`config.mk`:
```
export PLATFORM = sky130hd
export DESIGN_NAME = pipe_hazard_ctrl
export DESIGN_NICKNAME = d
export VERILOG_FILES = /design/src/rtl/pipe_hazard_ctrl_pkg.sv /design/src/rtl/pipe_hazard_ctrl_wait.sv /design/src/rtl/pipe_hazard_ctrl.sv
export SDC_FILE = /design/constraint.sdc
export NUM_CORES = 1
export LEC_CHECK = 0
export ABC_CLOCK_PERIOD_IN_PS = 3200
export BUFFER_PORTS_ARGS = -buffer_cell sky130_fd_sc_hd__buf_2
export CORE_MARGIN = 10
export CORE_UTILIZATION = 35
export CTS_CLUSTER_SIZE = 16
export DETAILED_ROUTE_END_ITERATION = 8
export PLACE_DENSITY = 0.55
export SYNTH_ARGS = -nofsm -noshare
export SYNTH_HDL_FRONTEND = slang
export SYNTH_SLANG_ARGS = --single-unit
export TNS_END_PERCENT = 50
```
`constraint.sdc`:
```
create_clock -name cpu_clk_50M -period 3.2 [get_ports cpu_clk_50M]
set_clock_uncertainty 0.1 [all_clocks]
set_input_delay 0.8 -clock cpu_clk_50M [delete_from_list [all_inputs] [get_ports cpu_clk_50M]]
set_output_delay 0.8 -clock cpu_clk_50M [all_outputs]
set_load 0.01 [all_outputs]
```
`src/rtl/pipe_hazard_ctrl_pkg.sv`:
```
// Shared types and constants for the pipeline stall/flush controller.
// Stall vector bit order: [0]=pc [1]=if [2]=id [3]=exe [4]=mem [5]=wb.
package pipe_hazard_ctrl_pkg;

    localparam int unsigned STALL_W = 6;
    localparam int unsigned ADDR_W  = 32;

    localparam logic [STALL_W-1:0] STALL_MEM = 6'b011111;
    localparam logic [STALL_W-1:0] STALL_EXE = 6'b001111;
    localparam logic [STALL_W-1:0] STALL_ID  = 6'b000111;
    localparam logic [STALL_W-1:0] STALL_IF  = 6'b000011;
    localparam logic [STALL_W-1:0] NOSTALL   = 6'b000000;

    localparam logic STOP   = 1'b1;
    localparam logic NOSTOP = 1'b0;

    localparam logic [ADDR_W-1:0] EXC_VECTOR_DEF = 32'hBFC0_0380;

    typedef enum logic [1:0] {
        ST_RUN        = 2'd0,
        ST_D_WAIT     = 2'd1,
        ST_FLUSH_PEND = 2'd2
    } hz_state_e;

    // Exception held back while a data access is outstanding.
    typedef struct packed {
        logic              valid;
        logic              eret;
        logic [ADDR_W-1:0] epc;
    } exc_pend_t;

    // Deepest requesting stage wins; everything upstream of it freezes too.
    function automatic logic [STALL_W-1:0] stall_encode(
        input logic mem_req,
        input logic exe_req,
        input logic id_req,
        input logic if_req
    );
        if (mem_req == STOP)      return STALL_MEM;
        else if (exe_req == STOP) return STALL_EXE;
        else if (id_req == STOP)  return STALL_ID;
        else if (if_req == STOP)  return STALL_IF;
        else                      return NOSTALL;
    endfunction

endpackage

```
`src/rtl/pipe_hazard_ctrl_wait.sv`:
```
// Outstanding data-access wait counter with saturating timeout compare.
module dmem_wait_tracker
    import pipe_hazard_ctrl_pkg::*;
#(
    parameter int unsigned TIMEOUT = 255,
    parameter int unsigned CNT_W   = 8
) (
    input  logic clk_i,
    input  logic rst_i,
    input  logic load_i,
    input  logic clear_i,
    output logic wait_active_o,
    output logic timeout_hit_o
);

    localparam logic [CNT_W-1:0] TIMEOUT_C = CNT_W'(TIMEOUT);

    logic [CNT_W-1:0] cnt_q;
    logic [CNT_W-1:0] cnt_d;

    // Counter starts at 1 on the request cycle and stops at TIMEOUT.
    always_comb begin
        cnt_d = cnt_q;
        if (load_i) begin
            cnt_d = CNT_W'(1);
        end else if (clear_i) begin
            cnt_d = '0;
        end else if ((cnt_q != '0) && (cnt_q < TIMEOUT_C)) begin
            cnt_d = cnt_q + CNT_W'(1);
        end
    end

    always_ff @(posedge clk_i) begin
        if (rst_i) begin
            cnt_q <= '0;
        end else begin
            cnt_q <= cnt_d;
        end
    end

    assign wait_active_o = (cnt_q != '0);
    assign timeout_hit_o = (cnt_q == TIMEOUT_C);

endmodule

```
`src/rtl/pipe_hazard_ctrl.sv`:
```
// Central stall/flush controller for the 5-stage pipeline: merges stage stall
// requests, sequences exception/ERET flushes, defers them behind data accesses.
module pipe_hazard_ctrl
    import pipe_hazard_ctrl_pkg::*;
#(
    parameter logic [31:0] EXC_VECTOR = EXC_VECTOR_DEF,
    parameter int unsigned TIMEOUT    = 255,
    parameter int unsigned CNT_W      = 8
) (
    input  logic                 cpu_clk_50M,
    input  logic                 cpu_rst,
    input  logic                 if_stallreq,
    input  logic                 id_stallreq,
    input  logic                 exe_stallreq,
    input  logic                 dmem_req,
    input  logic                 dmem_ack,
    input  logic                 exc_valid,
    input  logic                 exc_eret,
    input  logic [ADDR_W-1:0]    cp0_epc,
    output logic [STALL_W-1:0]   stall,
    output logic                 flush,
    output logic [ADDR_W-1:0]    flush_pc,
    output logic                 dmem_timeout,
    output logic                 busy_wait
);

    hz_state_e          state_q;
    hz_state_e          state_d;
    exc_pend_t          pend_q;
    exc_pend_t          pend_d;

    logic               mem_req_c;
    logic               wait_active;
    logic               timeout_hit;
    logic               trk_load;
    logic               trk_clear;
    logic               wait_done_c;

    logic [STALL_W-1:0] stall_c;
    logic               flush_c;
    logic [ADDR_W-1:0]  flush_pc_c;
    logic               timeout_c;

    assign mem_req_c = dmem_req & ~dmem_ack;

    dmem_wait_tracker #(
        .TIMEOUT (TIMEOUT),
        .CNT_W   (CNT_W)
    ) u_wait (
        .clk_i         (cpu_clk_50M),
        .rst_i         (cpu_rst),
        .load_i        (trk_load),
        .clear_i       (trk_clear),
        .wait_active_o (wait_active),
        .timeout_hit_o (timeout_hit)
    );

    // A lost counter (never expected) also ends the wait instead of hanging.
    assign wait_done_c = dmem_ack | timeout_hit | ~wait_active;

    always_comb begin
        state_d    = state_q;
        pend_d     = pend_q;
        stall_c    = NOSTALL;
        flush_c    = 1'b0;
        flush_pc_c = '0;
        timeout_c  = 1'b0;
        trk_load   = 1'b0;
        trk_clear  = 1'b0;

        case (state_q)
            ST_RUN: begin
                if (exc_valid && !mem_req_c) begin
                    flush_c    = 1'b1;
                    flush_pc_c = exc_eret ? cp0_epc : EXC_VECTOR;
                end else begin
                    stall_c = stall_encode(mem_req_c, exe_stallreq,
                                           id_stallreq, if_stallreq);
                    if (mem_req_c) begin
                        state_d  = ST_D_WAIT;
                        trk_load = 1'b1;
                        if (exc_valid) begin
                            pend_d.valid = 1'b1;
                            pend_d.eret  = exc_eret;
                            pend_d.epc   = cp0_epc;
                        end
                    end
                end
            end

            ST_D_WAIT: begin
                stall_c = STALL_MEM;
                // First exception to arrive is kept; later ones are ignored.
                if (exc_valid && !pend_q.valid) begin
                    pend_d.valid = 1'b1;
                    pend_d.eret  = exc_eret;
                    pend_d.epc   = cp0_epc;
                end
                if (wait_done_c) begin
                    stall_c   = NOSTALL;
                    timeout_c = timeout_hit & ~dmem_ack;
                    trk_clear = 1'b1;
                    state_d   = pend_d.valid ? ST_FLUSH_PEND : ST_RUN;
                end
            end

            ST_FLUSH_PEND: begin
                flush_c    = 1'b1;
                flush_pc_c = pend_q.eret ? pend_q.epc : EXC_VECTOR;
                pend_d     = '0;
                state_d    = ST_RUN;
            end

            default: begin
                state_d = ST_RUN;
                pend_d  = '0;
            end
        endcase
    end

    always_ff @(posedge cpu_clk_50M) begin
        if (cpu_rst) begin
            state_q <= ST_RUN;
            pend_q  <= '0;
        end else begin
            state_q <= state_d;
            pend_q  <= pend_d;
        end
    end

    // Outputs are held at zero for the whole reset window.
    assign stall        = cpu_rst ? NOSTALL : stall_c;
    assign flush        = ~cpu_rst & flush_c;
    assign flush_pc     = cpu_rst ? '0 : flush_pc_c;
    assign dmem_timeout = ~cpu_rst & timeout_c;
    assign busy_wait    = ~cpu_rst & (state_q == ST_D_WAIT);

endmodule

```
* Word-level counts from Yosys, hierarchy flattened
Cells that the tools add are included.
** Cells by class
- $add $sub $neg :: 1
- Order comparisons :: 1
- Equal/unequal tests :: 8
- Muxes and demuxes :: 36
- Bitwise operators :: 10
- Reductions and logical operators :: 12
** Operators with widths (number)
- 2-to-1 mux 34 bit :: 5
- 2-to-1 mux 32 bit :: 4
- one-hot mux 34 bit (2 select lines) :: 1
- one-hot mux 32 bit (2 select lines) :: 1
- 2-to-1 mux 5 bit :: 3
- 2-to-1 mux 1 bit :: 11
- 2-to-1 mux 2 bit :: 5
- != test 2 bit, second input constant :: 5
- one-hot mux 5 bit (2 select lines) :: 1
- adder 8 x 1 -> 8 bit, second input constant :: 1
- equality test 8 bit, second input constant :: 1
- < comparator 8 bit, second input constant :: 1
- nonzero test 8 bit :: 1
- 2-to-1 mux 6 bit :: 1
- AND reduction 3 bit :: 2
- AND 1 bit :: 5
- 2-to-1 mux 4 bit :: 1
- one-hot mux 2 bit (2 select lines) :: 1
- AND reduction 4 bit :: 1
- logical AND 1 bit :: 3
- 2-to-1 mux 3 bit :: 1
- NOT 1 bit :: 3
- nonzero test 3 bit :: 1
- OR reduction 3 bit :: 1
- 6 further kinds :: 8
** Word-level totals
- Register bits :: 44
- Bits of input ports :: 41
- Output and inout port bits :: 41
- Logic and storage cells :: 74

* Longest topological paths before layout
- Word-level depth :: 7
- Mapped depth :: 7
- Depth with buffers taken out :: 6

* Hierarchy
From an unflattened synthesis, not the netlist that was laid out.
** Second synthesis, totals
- Cell total of the unflattened synthesis :: 321
- Area total of the unflattened synthesis :: 2778.9 µm²
** Modules (own cells, without submodules)
- pipe_hazard_ctrl :: times used 1, cells each 269, area an instance 2306.0 µm², seq. area each 720.7 µm²
- dmem_wait_tracker :: times used 1, cells each 52, area an instance 473.0 µm², seq. area each 160.2 µm²

* Worst setup path after synthesis
No wires, ideal clock.
- Kind :: input to output
- Start :: in dmem_ack
- End :: out stall[1]
- Arrival time :: 2.005 ns
- Data required time :: 2.300 ns
- Path slack :: 0.295 ns
- Stages :: 5
- Cells stage by stage :: and2b_4 -> nor2_1 -> o21a_1 -> o41ai_1 -> buf_4
** On the way
- Cells in the longest elaborated chain, start to end :: 7
** Ends and longest elaborated chain
- start: declaration :: RTL line pipe_hazard_ctrl.sv:16 : input logic dmem_ack,
- NOT 1 bit :: RTL line pipe_hazard_ctrl.sv:44 : assign mem_req_c = dmem_req & ~dmem_ack;
- AND 1 bit :: RTL line pipe_hazard_ctrl.sv:44
- zero test 1 bit :: RTL line pipe_hazard_ctrl.sv:73 : if (exc_valid && !mem_req_c) begin
- logical AND 1 bit :: RTL line pipe_hazard_ctrl.sv:73
- 2-to-1 mux 5 bit :: RTL line pipe_hazard_ctrl.sv:73
- one-hot mux 5 bit (2 select lines) * :: RTL line pipe_hazard_ctrl.sv:71 : case (state_q)
- 2-to-1 mux 6 bit * :: RTL line pipe_hazard_ctrl.sv:132 : assign stall = cpu_rst ? NOSTALL : stall_c;
- end: declaration :: RTL line pipe_hazard_ctrl.sv:20 : output logic [STALL_W-1:0] stall,
Mark *: on every way between the ends. The rest lies on a longest branch, timed or not.

* Worst setup path in the final report
- Start :: reg u_wait.cnt_q[0]
- End :: out stall[1]
** On the way
- Cells in the longest elaborated chain, start to end :: 6
** Ends and longest elaborated chain
- start: declaration :: RTL line pipe_hazard_ctrl_wait.sv:18 : logic [CNT_W-1:0] cnt_q;
- start signal: assignment :: RTL line pipe_hazard_ctrl_wait.sv:37 : cnt_q <= cnt_d;
- equality test 8 bit / nonzero test 8 bit (equally long branches) :: RTL line pipe_hazard_ctrl_wait.sv:42, pipe_hazard_ctrl_wait.sv:41
- bitwise OR 1 bit / NOT 1 bit (equally long branches) :: RTL line pipe_hazard_ctrl.sv:59 : assign wait_done_c = dmem_ack | timeout_hit | ~wait_active;
- bitwise OR 1 bit * :: RTL line pipe_hazard_ctrl.sv:59
- 2-to-1 mux 5 bit * :: RTL line pipe_hazard_ctrl.sv:99 : if (wait_done_c) begin
- one-hot mux 5 bit (2 select lines) * :: RTL line pipe_hazard_ctrl.sv:71
- 2-to-1 mux 6 bit * :: RTL line pipe_hazard_ctrl.sv:132
Marks and branches as above.

==> metrics <==
status=complete, no violations; Critical Path RT=roughly 2.3 ns; fill count=between 800 and 900; die height=between 100 and 150 µm; initial core utilization=0.358; YS warnings=0; first drt pass iteration count=4; minimum clock period=3.05 ns; syn nets=around 380; #FFs+latches synth=between 40 and 50; Vias=~2700; Max VDD drop=0.193 mV; worst-margin pin slew=approximately 0.84 ns; Routed Antenna Nets=0; Seq/Total Area, Yosys=0.341; ys async rst share=0; CTS tree=yes; DRT Wirelength=8.50 mm; most frequent cells in the layout=buf_2 (80), a21oi_1 (48), dfxtp_1 (44); Placeable Area=around 7000 µm²; Fin. Hold Viols=0; Clock Path Buffers=2; setup TNS=0 ns; Initial DRC Count=195; fin. max-slew vios=0; PnR worst setup slack=between 0.1 and 0.15 ns; Yosys cell types=44; overall die width=approximately 110 µm; most common cell after layout, fill and taps aside=buf_2; Worst-Skew Late Latency=0.29 ns; drt via density=about 5.4; Area growth, synth to finish=22.8%; post-DP HPWL=roughly 5.9 mm; CTS H-tree lvls=2; Clock Sinks=44; Min-Delay Path Class=flop to flop; # setup viols final=0; fin nets=449; critical path class=flop to primary output; TritonCTS Buffers=5; Ports=82; # resized after CTS=0; initial antenna violation count=0; worst endpoint data arrival time=2.15 ns; root buf cell=clkbuf_8; Pleak=1.26 nW; Relative slew margins=0.439; PortBufs=80; die area=around 11000 µm²; Setup Buffers After CTS=0; site row count=31; global route overflow=0; max-cap viol count=0; Final Cycle Share=0.954; Syn Std Cell Area=~2600 µm²; EDFF count, synth=0; Placement Setup Slack=between 0.2 and 0.3 ns; gpl congestion=0.869; fmax=328 MHz; Diodes inserted=0; final cell count without fillers=506; CP Capture Type=primary output; RSZ-0062 raised after global routing=false; CTS Hold Bufs=0; largest net degree at the start of global routing=34; PD cells=approximately 400 nW/µm²; Post-Syn Instances=roughly 340; Placed Cells=roughly 500; Clock transition at path regs=0.08 ns; Worst setup SP type=flop; largest fanout on the critical path=5; syn avg cell area=roughly 7.6 µm²; share of cells above drive strength 1=0.285; Main synth FF type=dfxtp_1; wire length of the first global-routing pass=around 14 mm; drt wl/cell=between 15 and 20 µm; Pwr Total=roughly 1.3 mW; vias in the first global route=between 2000 and 3000; drt drc=0; GRT Total Usage=0.148
power breakdown:
part	switching (mW)	internal (mW)	leakage (nW)	total [mW]
Combinational	0.182	0.122	0.847	0.304
Sequential	0.0204	0.576	0.358	0.597
Clock	0.188	0.172	0.0510	0.360
Total	0.391	0.871	1.26	1.26
through the flow:
| step | instance area [µm²] | util | hold slack [ns] |
|---|---|---|---|
| after floorplan | 2580 | - | 0.357 |
| after global placement | 3080 | 0.427 | 0.365 |
| after detailed placement | 3080 | 0.427 | 0.370 |
| after CTS | 3170 | 0.440 | 0.383 |
| after global routing | 3170 | 0.440 | 0.404 |
| final | 3170 | 0.440 | 0.383 |
path summary, 6_finish.rpt:
kind | slack, ns | startpoint | endpoint | cells after the start
worst max-delay path | 0.15 | u_wait.cnt_q[0] | stall[1] | 7
worst min-delay path | 0.38 | pend_q[29] | pend_q[29] | 2
worst max register to register | 1.27 | u_wait.cnt_q[0] | u_wait.cnt_q[3] | 5
worst min register to register | 0.38 | pend_q[29] | pend_q[29] | 2
flip-flops by register name, summed over array words and instances (netlist names):
name and flops:
pend_q 34, u_wait.cnt_q 8, state_q 2
critical path, stage by stage (launching register included):
cell and delay (ns):
dfxtp_1 0.40, inv_1 0.06, ha_1 0.18, nor4b_2 0.16, and2_4 0.15, o31a_2 0.32, o41ai_1 0.38, buf_2 0.20
layer usage:
metal  vias up  wire (µm)  track usage
met4         0        140       0.0493
met3         9        553       0.0338
met2        78       4110        0.246
li1       1367          -            -
met1      1276       3690        0.185
met5         -          0            0
kinds of logic (layout without fill, tap and decap cells):
logic type               count (synthesis)  after routing  synth area share
adder cells (fa/ha/maj)                  2              2           0.00969
buffers and inverters                   41            109            0.0712
XOR/XNOR                                 1              1           0.00339
AO/OA/AOI/OAI                          115            115             0.272
other                                    1              1           0.00145
AND/OR/NAND/NOR                        135            135             0.301
flip-flops                              44             44             0.341
final cells by class:
type | instances | area, µm² | share of cell area
repair buffers | 93 | 510 | 0.161
multi-input cells | 254 | 1530 | 0.484
well taps | 99 | 124 | 0.0391
clock inverters | 2 | 10.0 | 0.00316
flip-flops and latches | 44 | 881 | 0.278
inverters | 8 | 30.0 | 0.00947
clock buffers | 6 | 82.6 | 0.0260
cells in the mapped netlist, types with 2 or more instances:
library cell  count  area [µm²]
o21a_1            3        22.5
a22oi_1          20         150
nor4b_2           2        30.0
nor3_1            5        25.0
buf_4             3        22.5
ha_1              2        25.0
buf_2            15        75.1
nand2_1           4        15.0
nor2b_1           2        12.5
nand3b_1         32         240
clkbuf_1         15        56.3
dfxtp_1          44         881
a21oi_1          49         245
nor2_1           32         120
o21ai_1           2        10.0
o2111ai_1         4        35.0
or3_1             2        12.5
inv_1             8        30.0
and3_2            2        15.0
o21ai_0          27         135
nand2b_1          2        12.5
nand3_1          42         210
(Power assumes the default switching activity.)
